[src/rtl/pipe_adder.sv]
// Pipelined ripple-carry adder: WIDTH-bit A+B+CIN split into STAGES chunks, one chunk per stage.
// Optional macro PIPE_ADDER_SUB_EN adds a per-transaction i_sub input selecting A-B.
module pipe_adder #(
    parameter int WIDTH  = 16,
    parameter int STAGES = 4
) (
    input  logic             i_clk,
    input  logic             i_rst_n,
    input  logic             i_in_valid,
    output logic             o_in_ready,
    input  logic [WIDTH-1:0] i_a,
    input  logic [WIDTH-1:0] i_b,
    input  logic             i_cin,
`ifdef PIPE_ADDER_SUB_EN
    input  logic             i_sub,
`endif
    output logic             o_out_valid,
    input  logic             i_out_ready,
    output logic [WIDTH-1:0] o_s,
    output logic             o_cout,
    output logic             o_ovf
);

    localparam int CW = WIDTH / STAGES;
    localparam int L  = STAGES - 1;

    if ((WIDTH % STAGES) != 0) begin : g_width_check
        $error("pipe_adder: WIDTH must be a multiple of STAGES");
    end

    logic             r_vld [STAGES];
    logic [WIDTH-1:0] r_a   [STAGES];
    logic [WIDTH-1:0] r_b   [STAGES];
    logic [WIDTH-1:0] r_s   [STAGES];
    logic             r_c   [STAGES];
    logic             r_ovf;

    logic             w_in_v   [STAGES];
    logic [WIDTH-1:0] w_in_a   [STAGES];
    logic [WIDTH-1:0] w_in_b   [STAGES];
    logic [WIDTH-1:0] w_in_s   [STAGES];
    logic             w_in_c   [STAGES];
    logic [WIDTH-1:0] w_sum_nx [STAGES];
    logic             w_cout   [STAGES];

    logic             w_adv;
    logic [WIDTH-1:0] w_b_eff;
    logic             w_cin_eff;
    logic             w_ovf;

    // Subtraction is folded in at the entry: A + ~B + 1, so later stages only ever add.
`ifdef PIPE_ADDER_SUB_EN
    assign w_b_eff   = i_sub ? ~i_b : i_b;
    assign w_cin_eff = i_sub ? 1'b1 : i_cin;
`else
    assign w_b_eff   = i_b;
    assign w_cin_eff = i_cin;
`endif

    // Whole pipe moves together; it holds only when a finished result is blocked.
    assign w_adv      = !r_vld[L] || i_out_ready;
    assign o_in_ready = w_adv;

    for (genvar k = 0; k < STAGES; k++) begin : g_stage
        logic [CW:0]      w_add;
        logic [WIDTH-1:0] w_sum;

        if (k == 0) begin : g_first
            assign w_in_v[k] = i_in_valid;
            assign w_in_a[k] = i_a;
            assign w_in_b[k] = w_b_eff;
            assign w_in_s[k] = '0;
            assign w_in_c[k] = w_cin_eff;
        end else begin : g_next
            assign w_in_v[k] = r_vld[k-1];
            assign w_in_a[k] = r_a[k-1];
            assign w_in_b[k] = r_b[k-1];
            assign w_in_s[k] = r_s[k-1];
            assign w_in_c[k] = r_c[k-1];
        end

        assign w_add = {1'b0, w_in_a[k][k*CW +: CW]}
                     + {1'b0, w_in_b[k][k*CW +: CW]}
                     + {{CW{1'b0}}, w_in_c[k]};

        always_comb begin
            w_sum               = w_in_s[k];
            w_sum[k*CW +: CW]   = w_add[CW-1:0];
        end

        assign w_sum_nx[k] = w_sum;
        assign w_cout[k]   = w_add[CW];
    end

    // Sum bit = a ^ b ^ carry-in, so the carry into the MSB is recovered from the MSB bits.
    assign w_ovf = w_cout[L] ^ w_sum_nx[L][WIDTH-1] ^ w_in_a[L][WIDTH-1] ^ w_in_b[L][WIDTH-1];

    always_ff @(posedge i_clk or negedge i_rst_n) begin
        if (!i_rst_n) begin
            for (int k = 0; k < STAGES; k++) begin
                r_vld[k] <= 1'b0;
                r_a[k]   <= '0;
                r_b[k]   <= '0;
                r_s[k]   <= '0;
                r_c[k]   <= 1'b0;
            end
            r_ovf <= 1'b0;
        end else if (w_adv) begin
            for (int k = 0; k < STAGES; k++) begin
                r_vld[k] <= w_in_v[k];
                if (w_in_v[k]) begin
                    r_a[k] <= w_in_a[k];
                    r_b[k] <= w_in_b[k];
                    r_s[k] <= w_sum_nx[k];
                    r_c[k] <= w_cout[k];
                end
            end
            if (w_in_v[L]) begin
                r_ovf <= w_ovf;
            end
        end
    end

    assign o_out_valid = r_vld[L];
    assign o_s         = r_s[L];
    assign o_cout      = r_c[L];
    assign o_ovf       = r_ovf;

endmodule
[config.mk]
export PLATFORM = sky130hd
export DESIGN_NAME = pipe_adder
export DESIGN_NICKNAME = d
export VERILOG_FILES = /design/src/rtl/pipe_adder.sv
export SDC_FILE = /design/constraint.sdc
export NUM_CORES = 1
export LEC_CHECK = 0
export CELL_PAD_IN_SITES_DETAIL_PLACEMENT = 1
export CELL_PAD_IN_SITES_GLOBAL_PLACEMENT = 2
export CORE_UTILIZATION = 38
export CTS_BUF_LIST = sky130_fd_sc_hd__clkbuf_4 sky130_fd_sc_hd__clkbuf_8 sky130_fd_sc_hd__clkbuf_16
export CTS_CLUSTER_DIAMETER = 150
export DETAILED_ROUTE_END_ITERATION = 10
export PLACE_DENSITY = 0.86
export SETUP_SLACK_MARGIN = 0.4
export SLEW_MARGIN = 20
export SYNTH_ARGS = -nofsm -noshare
export SYNTH_HDL_FRONTEND = slang
export SYNTH_SLANG_ARGS = --single-unit
[constraint.sdc]
create_clock -name i_clk -period 2.6 [get_ports i_clk]
set_clock_uncertainty 0.1 [all_clocks]
set_input_delay 0.52 -clock i_clk [delete_from_list [all_inputs] [get_ports i_clk]]
set_output_delay 0.52 -clock i_clk [all_outputs]
set_load 0.05 [all_outputs]
Word-level counts from Yosys, hierarchy flattened
Index checks and enable logic that the tools add are counted.

Shift operators: 0. Add/sub/neg operators: 8. Divide/modulo/power cells: 0. Magnitude comparators: 0. Multiply operators: 0. Eq/ne operators: 0. Reduce and logical (&&, ||, !) cells: 6. Muxes and demuxes: 0. Bitwise operators: 3.

Operator list (count): 4-bit by 4-bit adder with 5-bit output (4); 5-bit by 1-bit adder with 5-bit output (4); 2-bit AND reduction (4); 1-bit XOR (3); 1-bit zero test (1); 1-bit logical OR (1).

ROM bits: 0. Latch bits: 0. Word-level logic and storage cells: 36. Output and inout bits: 20. Bits of input ports: 37. Register bits: 145. Memories kept: 0. Bits in writable memories: 0.

Depth between registers and ports, before layout
Gate-level depths: netlist of the first run.

Depth in word-level cells: 5. Depth in mapped cells: 7. Gate-level depth less buffers: 7.

Worst setup path after synthesis of the first run
Ideal clock, no wire load.

Kind: register to register. From: register r_a[28] in the netlist's numbering. To: register r_ovf (netlist: o_ovf). Stages on the path, launching flop included: 7. Period minus slack after synthesis: 1988 ps. Slack: 612 ps. Setup time: 92 ps. Required time: 2408 ps. Buffers on the path: 0. Data arrival time: 1797 ps. Cells stage by stage: dfrtp_1 -> fa_1 -> fa_1 -> nand3_1 -> a21oi_1 -> o211a_1 -> o31ai_2.

Word-level cells in the longest chain between the ends: 5.

Ends and longest elaborated chain: from (decl) (RTL line 32) `logic [WIDTH-1:0] r_a [STAGES];`; from (signal, indexed assignment) (RTL line 112) `r_a[k] <= w_in_a[k];`; 4-bit by 4-bit adder with 5-bit output (RTL line 83) `+ {1'b0, w_in_b[k][k*CW +: CW]}`; 5-bit by 1-bit adder with 5-bit output (RTL line 84) `+ {{CW{1'b0}}, w_in_c[k]};`; 1-bit XOR (3 in series) (RTL line 96) `assign w_ovf = w_cout[L] ^ w_sum_nx[L][WIDTH-1] ^ w_in_a[L][WIDTH-1] ^ w_in_b[L][WIDTH-1];`; to (signal assigned) (RTL line 119) `r_ovf <= w_ovf;`; to (decl) (RTL line 36) `logic r_ovf;`.

No other way between the ends. A chain may end at the register's enable or synchronous reset.

Worst setup path in the final report of the first run
From: register r_s, in the netlist o_s[0]. To: output o_s[0].

RTL lines: from (decl) (RTL line 34) `logic [WIDTH-1:0] r_s [STAGES];`; from (signal, indexed assignment) (RTL line 114) `r_s[k] <= w_sum_nx[k];`; to (decl) (RTL line 19) `output logic [WIDTH-1:0] o_s,`.

No word-level cell between the ends.

==> results.md, run 1 <==
- Crit path cell chain: clkdlybuf4s50_1
- Layout area overhead: 24.25%
- First-pass GRT wire length: 12,980 um
- Nets: 411
- Slowest cell on crit path: clkdlybuf4s50_1
- Yosys warns: 0
- Worst hold path type: input port to asynchronous set/reset pin
- Power density over the cells: 1296 nW/um^2
- Worst endpoint required time: 1.98 ns
- Final setup violation count: 0
- Worst reg2reg endpoint: o_ovf
- Clock Sinks: 97
- Syn Std Cell Area: 4154 um^2
- Drt pass-1 iters: 4
- CP delay by family, top: buffers and inverters
- Seq/Total Area, Yosys: 0.5843
- TritonCTS clock tree: done
- CP peak stage delay: 0.81 ns
- Final Util: 0.4933
- Die height: 106.6 um
- R2r worst-path depth: 6
- Die extent in x: 106.6 um
- Root Driver: clkbuf_8
- Max Freq: 466.6 MHz
- Synth cell types: 26
- Net Count, Synth: 349
- Setup crit start: o_s[0]
- Final Max Tran Viols: 0
- CP Capture Type: output port
- Clock buffer depth: 2
- WP depth: 1
- I/O pins: 57
- Reg-to-reg startpoint: r_a[28]
- Detailed-route wire length: 7360 um
- Largest net degree at the start of global routing: 41
- Worst ir drop on vdd: 0.4899 mV
- WS Path Type: flip-flop to output port
- Worst path buffer plus inverter count: 1
- Tcrit/Tclk final: 0.8242
- Static leakage: 2.331 nW
- Synthesized instance count: 292
- Number of synthesized register bits: 97
- Status: finished clean
- Share of layout cells above drive strength 1: 0.3008
- Antenna Cells: 0
- GRT overflow: 0
- Mapped Avg Cell Area: 14.23 um^2
- Worst-Skew Late Latency: 0.36 ns
- CTS clk-pin slew, worst paths: 0.09 ns
- FILL cells: 1,085
- Vias in the first global route: 2,676
- Die area: 11,350 um^2
- Post-CTS Repair Setup Buffers: 0
- Post-detailed-route wirelength per cell: 14.87 um
- H-tree Lvls: 3
- Final hold vios: 0
- Critical path launch point type: flip-flop
- Data arrival, critical path: 1.52 ns
- Gr usage total: 0.1491
- Total CTS buffers: 9
- Initial DRC Count: 64
- Core Area: 10,460 um^2
- RSZ-0062 raised after global routing: no
- Row cnt: 37
- Multi-input logic area: 1623 um^2
- Routed vias/inst: 4.887
- DRT antenna net count: 0
- CP Max Fanout: 2
- Post-CTS Hold Buffers: 0
- Seq. cell area: 2427 um^2
- Measured slew at the worst slew-check pin: 0.5491 ns
- Post-route DRC: 0
- MaxCap Viol Count: 0
- Initial Utilization: 0.3970
- Dpl hpwl: 5318 um
- Fin Setup TNS: 0 ns
- Relative slew slack: 0.6327
- CP endpoint: o_s[0]
- Gpl congestion: 0.6874
- Port buffer count: 56
- Worst reg-to-reg setup slack: 0.53 ns
- Initial antenna violation count: 0
- Fin crit period: 2.143 ns
- Vias: 2,419
worst min path at each step:
stage	endpoint	slack, ns
2_1_floorplan	g_stage[1].w_sum[0]	0.12
3_3_place_gp	o_s[15]	0.36
3_5_place_dp	g_stage[1].w_sum[2]	0.37
4_1_cts	r_b[52]	0.04
5_1_grt	r_c[3]	0.05
6_report	r_b[52]	0.02
cells by family (layout without fill, tap and decap cells):
logic type               after synthesis  after routing  share of synthesized area
flip-flops                            97             97                     0.5843
multiplexers                          77             77                     0.2087
AO/OA/AOI/OAI                         34             34                    0.05060
AND/OR/NAND/NOR                       33             33                    0.03916
buffers and inverters                 23             90                    0.02560
adder cells (fa/ha/maj)               20             20                    0.07470
XOR/XNOR                               8              8                    0.01687
cell usage after synthesis (all sizes together):
cell type  instances  area share
a21oi              9       0.011
nand2b             1      0.0015
a211oi             1      0.0030
mux2              77        0.21
buf               10       0.014
ha                12       0.036
o31ai              1      0.0030
or3                1      0.0027
nand3              1      0.0012
fa                 8       0.039
o211a              1      0.0024
nand4              1      0.0015
inv               13       0.012
dfrtp             97        0.58
and3               2      0.0042
o21ai             14       0.017
nor2b              1      0.0033
xnor2              1      0.0021
nand2             26       0.025
xor2               7       0.015
a21o               8       0.014
flip-flops by register name (all words and copies together) (netlist names):
name and cells:
r_vld 3, r_b 24, g_stage.w_sum 24, o_cout 1
o_out_valid 1, o_s 16, r_a 24, r_c 3
o_ovf 1
power breakdown:
group          leakage, nW  internal, mW  switching [mW]
combinational         1.05          1.41            1.51
clock                0.123         0.675           0.499
sequential            1.16          2.18           0.412
total                 2.33          4.27            2.42
layer usage:
metal  GRT usage  wire (um)
met1      0.1965       3432
met2      0.2458       3590
met3     0.03004        228
met4     0.04990        108
met5           0          0
layout make-up:
type                    instances  area share
clock inverters                 5     0.01988
multi-input cells             172      0.3144
clock buffers                  11     0.02812
flip-flops and latches         97      0.4703
repair buffers                 61      0.1248
inverters                      13    0.009455
well taps                     136     0.03297
layout by cell type, fill, tap and decap left out, drive strengths merged:
master         instances
dlymetal6s2s           1
bufinv                 3
a21oi                  9
clkinvlp               1
buf                    7
a21o                   8
dfrtp                 97
nand2                 26
o211a                  1
o21ai                 14
and3                   2
inv                   13
xnor2                  1
mux2                  77
nand3                  1
a211oi                 1
o31ai                  1
clkinv                 1
nand2b                 1
clkbuf                11
xor2                   7
dlygate4sd2            1
or3                    1
nand4                  1
clkdlybuf4s50         52
ha                    12
nor2b                  1
fa                     8
metrics by stage:
| stage | power (mW) | cell area [um^2] | cells | setup slack, ns | hold slack [ns] |
|---|---|---|---|---|---|
| floorplan | 4.688 | 4154 | 292 | 0.6116 | 0.1244 |
| global placement | 5.453 | 4910 | 479 | 0.3080 | 0.3602 |
| detailed placement | 5.590 | 4910 | 479 | 0.2358 | 0.3705 |
| CTS | 6.796 | 5156 | 495 | 0.4290 | 0.04063 |
| global route | 7.179 | 5161 | 495 | 0.4065 | 0.04919 |
| finish | 6.691 | 5161 | 495 | 0.4570 | 0.02171 |
timing repair:
action	4_1_cts	5_1_grt
gates resized for setup	1	2
endpoints found under the setup margin	1	2
cloned	0	0
No activity file was read; power rests on OpenSTA's default activity.
==> run 2, diff against run 1 <==
clock period = 2.1 ns   (was 2.6 ns; I/O delays follow)
==> run 2 against run 1 <==
Against the previous run: setup slack worse by 0.34 ns; global-route usage up 1.1 points; clock power about the same; die area unchanged; power up 26%; register-to-register slack worse by 0.41 ns; sequential power up 23%; routed wire length up 7.3%; critical path type is now flip-flop to flip-flop.
==> results.md, run 2 (same netlist as run 1, synthesis figures left out) <==
- Status: finished clean (unchanged)
- Antenna Cells: 0 (unchanged)
- Dpl hpwl: 5661 um (was 5318 um)
- GRT overflow: 0 (unchanged)
- Die height: 106.6 um (unchanged)
- Clock Sinks: 97 (unchanged)
- Initial DRC Count: 51 (was 64)
- Nets: 427 (was 411)
- MaxCap Viol Count: 0 (unchanged)
- Comb pwr share: 0.487 (was 0.436)
- Measured slew at the worst slew-check pin: 0.4743 ns (was 0.5491 ns)
- H-tree Lvls: 3 (unchanged)
- Setup crit start: r_a[28] (was o_s[0])
- Worst hold path cell count: 2
- RSZ-0062 raised after global routing: yes (was no)
- Layout area overhead: 28.80% (was 24.25%)
- Final Max Tran Viols: 0 (unchanged)
- Clock buffer depth: 2 (unchanged)
- Die extent in x: 106.6 um (unchanged)
- Switching share of power: 0.3793 (was 0.3617)
- Routed vias/inst: 4.806 (was 4.887)
- Tcrit/Tclk final: 0.9451
- Top Usage Layer GRT: met2 (unchanged)
- Place WS: -0.1080 ns (was 0.2358 ns)
- Detailed-route wire length: 7894 um (was 7360 um)
- Vias in the first global route: 2,719 (was 2,676)
- Fin crit period: 1.985 ns
- Worst-Skew Late Latency: 0.36 ns (about the same)
- M3 GR Usage: 0.03127 (was 0.03004)
- Gpl congestion: 0.7067 (was 0.6874)
- Crit path cell chain: fa_2, fa_2, nand3_4, and3_1, a211oi_2, o31ai_2 (was clkdlybuf4s50_1)
- M2 GR Usage: 0.2774 (was 0.2458)
- Met1 Track Usage GR: 0.1956 (was 0.1965)
- Post-detailed-route wirelength per cell: 15.45 um (was 14.87 um)
- Static leakage: 2.400 nW (was 2.331 nW)
- Critical path launch point type: flip-flop (unchanged)
- CP Capture Type: flip-flop (was output port)
- TritonCTS clock tree: done (unchanged)
- WP depth: 6 (was 1)
- Cell Int Power: 5.244 mW (was 4.271 mW)
- Row cnt: 37 (unchanged)
- Largest net degree at the start of global routing: 35 (was 41)
- WS Path Type: flip-flop to flip-flop (was flip-flop to output port)
- Reg-to-reg startpoint: r_a[28] (unchanged)
- Power density over the cells: 1579 nW/um^2 (was 1296 nW/um^2)
- Drt pass-1 iters: 4 (unchanged)
- Worst hold path type: flip-flop to flip-flop (was input port to asynchronous set/reset pin)
- Final non-filler cell total: 511 (was 495)
- Most used cell, CP: fa_2
- Worst path buffer plus inverter count: 0 (was 1)
- Hold wc startpoint: g_stage[3].w_sum[9]
- Vias: 2,456 (was 2,419)
- DRT antenna net count: 0 (unchanged)
- Die area: 11,350 um^2 (unchanged)
- CP peak stage delay: 0.44 ns (was 0.81 ns)
- CP Max Fanout: 3 (was 2)
- I/O pins: 57 (unchanged)
- Port buffer count: 56 (unchanged)
- Total CTS buffers: 9 (unchanged)
- Data arrival, critical path: 2.16 ns (was 1.52 ns)
- Gr usage total: 0.1597 (was 0.1491)
- PnR Total Power: 8.449 mW (was 6.691 mW)
- Worst ir drop on vdd: 0.6491 mV (was 0.4899 mV)
- Post-route DRC: 0 (unchanged)
- CTS clk-pin slew, worst paths: 0.09 ns (about the same)
- Core Area: 10,460 um^2 (unchanged)
- Slowest cell on crit path: fa_2 (was clkdlybuf4s50_1)
- Sequential share of power: 0.378 (was 0.388)
- Share of layout cells above drive strength 1: 0.4293 (was 0.3008)
- First-pass GRT wire length: 13,610 um (was 12,980 um)
- Initial Utilization: 0.3970 (unchanged)
- Final setup violation count: 0 (unchanged)
- R2r worst-path depth: 6 (unchanged)
- CP delay by family, top: adder cells (was buffers and inverters)
- Max Freq: 503.8 MHz
- Relative slew slack: 0.6838 (was 0.6327)
- Initial antenna violation count: 0 (unchanged)
- Root Driver: clkbuf_8 (unchanged)
- Clock power share: 0.135 (was 0.175)
- P_sw: 3.205 mW (was 2.420 mW)
- Most frequent cells in the layout: 96 x dfrtp_1, 76 x mux2_2, 31 x clkdlybuf4s50_1, 24 x nand2_1, 16 x clkdlybuf4s15_2 (was 97 x dfrtp_1, 76 x mux2_2, 52 x clkdlybuf4s50_1, 24 x nand2_1, 14 x o21ai_0)
- Final WS setup: 0.1153 ns (was 0.4570 ns)
- Final hold vios: 0 (unchanged)
- Commonest non-fill, non-tap cell in the layout: dfrtp_1 (unchanged)
- Placed instance count: 484 (was 479)
- Worst endpoint required time: 2.27 ns (was 1.98 ns)
## run 2: path summary, 6_finish.rpt
path / slack (ns) / end
min in group asynchronous: 0.45 / r_a[52]
min reg2reg: 0.38 / g_stage[3].w_sum[9]
max reg2reg: 0.12 / o_ovf
max in group asynchronous: 0.88 / o_out_valid
min: 0.38 / g_stage[3].w_sum[9]
max: 0.12 / o_ovf
## run 2: area by class of cell
class,instances,area [um^2]
Clock buffer,12,158.9
Fill cell,1081,5112
Timing Repair Buffer,77,819.5
Sequential cell,97,2429
Tap cell,136,170.2
Multi-Input combinational cell,172,1692
Clock inverter,4,27.53
Inverter,13,53.80
## run 2: per-stage QoR
stage	area, um^2	hold WS [ns]	TNS, ns	util
5_1_grt	5350	0.4131	0	0.5114
4_1_cts	5288	0.3874	0	0.5054
2_1_floorplan	4199	0.02441	0	-
3_3_place_gp	5006	0.3043	-0.1066	0.4785
6_report	5350	0.3789	0	0.5114
3_5_place_dp	5006	0.3093	-0.2448	0.4785
## run 2: power groups by stage
| stage | combinational [mW] | sequential (mW) | clock (mW) |
|---|---|---|---|
| after global routing | 4.48 | 3.32 | 1.29 |
| after global placement | 3.64 | 3.19 | 0 |
| after floorplan | 2.17 | 3.71 | 0 |
| final | 4.11 | 3.20 | 1.14 |
| after detailed placement | 3.82 | 3.25 | 0 |
| after CTS | 3.95 | 3.21 | 1.19 |
## run 2: per-layer routing
layer	up-vias	wire length (um)	part of all wire
li1	1170	-	-
met4	0	136	0.017
met1	1244	3252	0.41
met2	31	4324	0.55
met5	-	0	0
met3	11	180	0.023
## run 2: worst reg2reg max path, stage by stage, from the launching register on
cell and delay [ns]:
dfrtp_1 0.41, fa_2 0.44, fa_2 0.39, nand3_4 0.09
and3_1 0.20, a211oi_2 0.06, o31ai_2 0.21
## run 2: what timing repair did
| action | in CTS | in global routing |
|---|---|---|
| gates resized for setup | 69 | 17 |
| pin swaps | 13 | 17 |
| setup endpoints to repair | 32 | 15 |
| hold buffers | 1 | 0 |
| cloned | 0 | 0 |
| buffers inserted | 6 | 4 |
| hold endpoints to repair | 32 | 0 |
==> run 3, diff against run 2 <==
SKIP_LAST_GASP = 1   (was default)
==> results of run 3 <==
Final layout, timing and power as in run 2 (identical DEF).
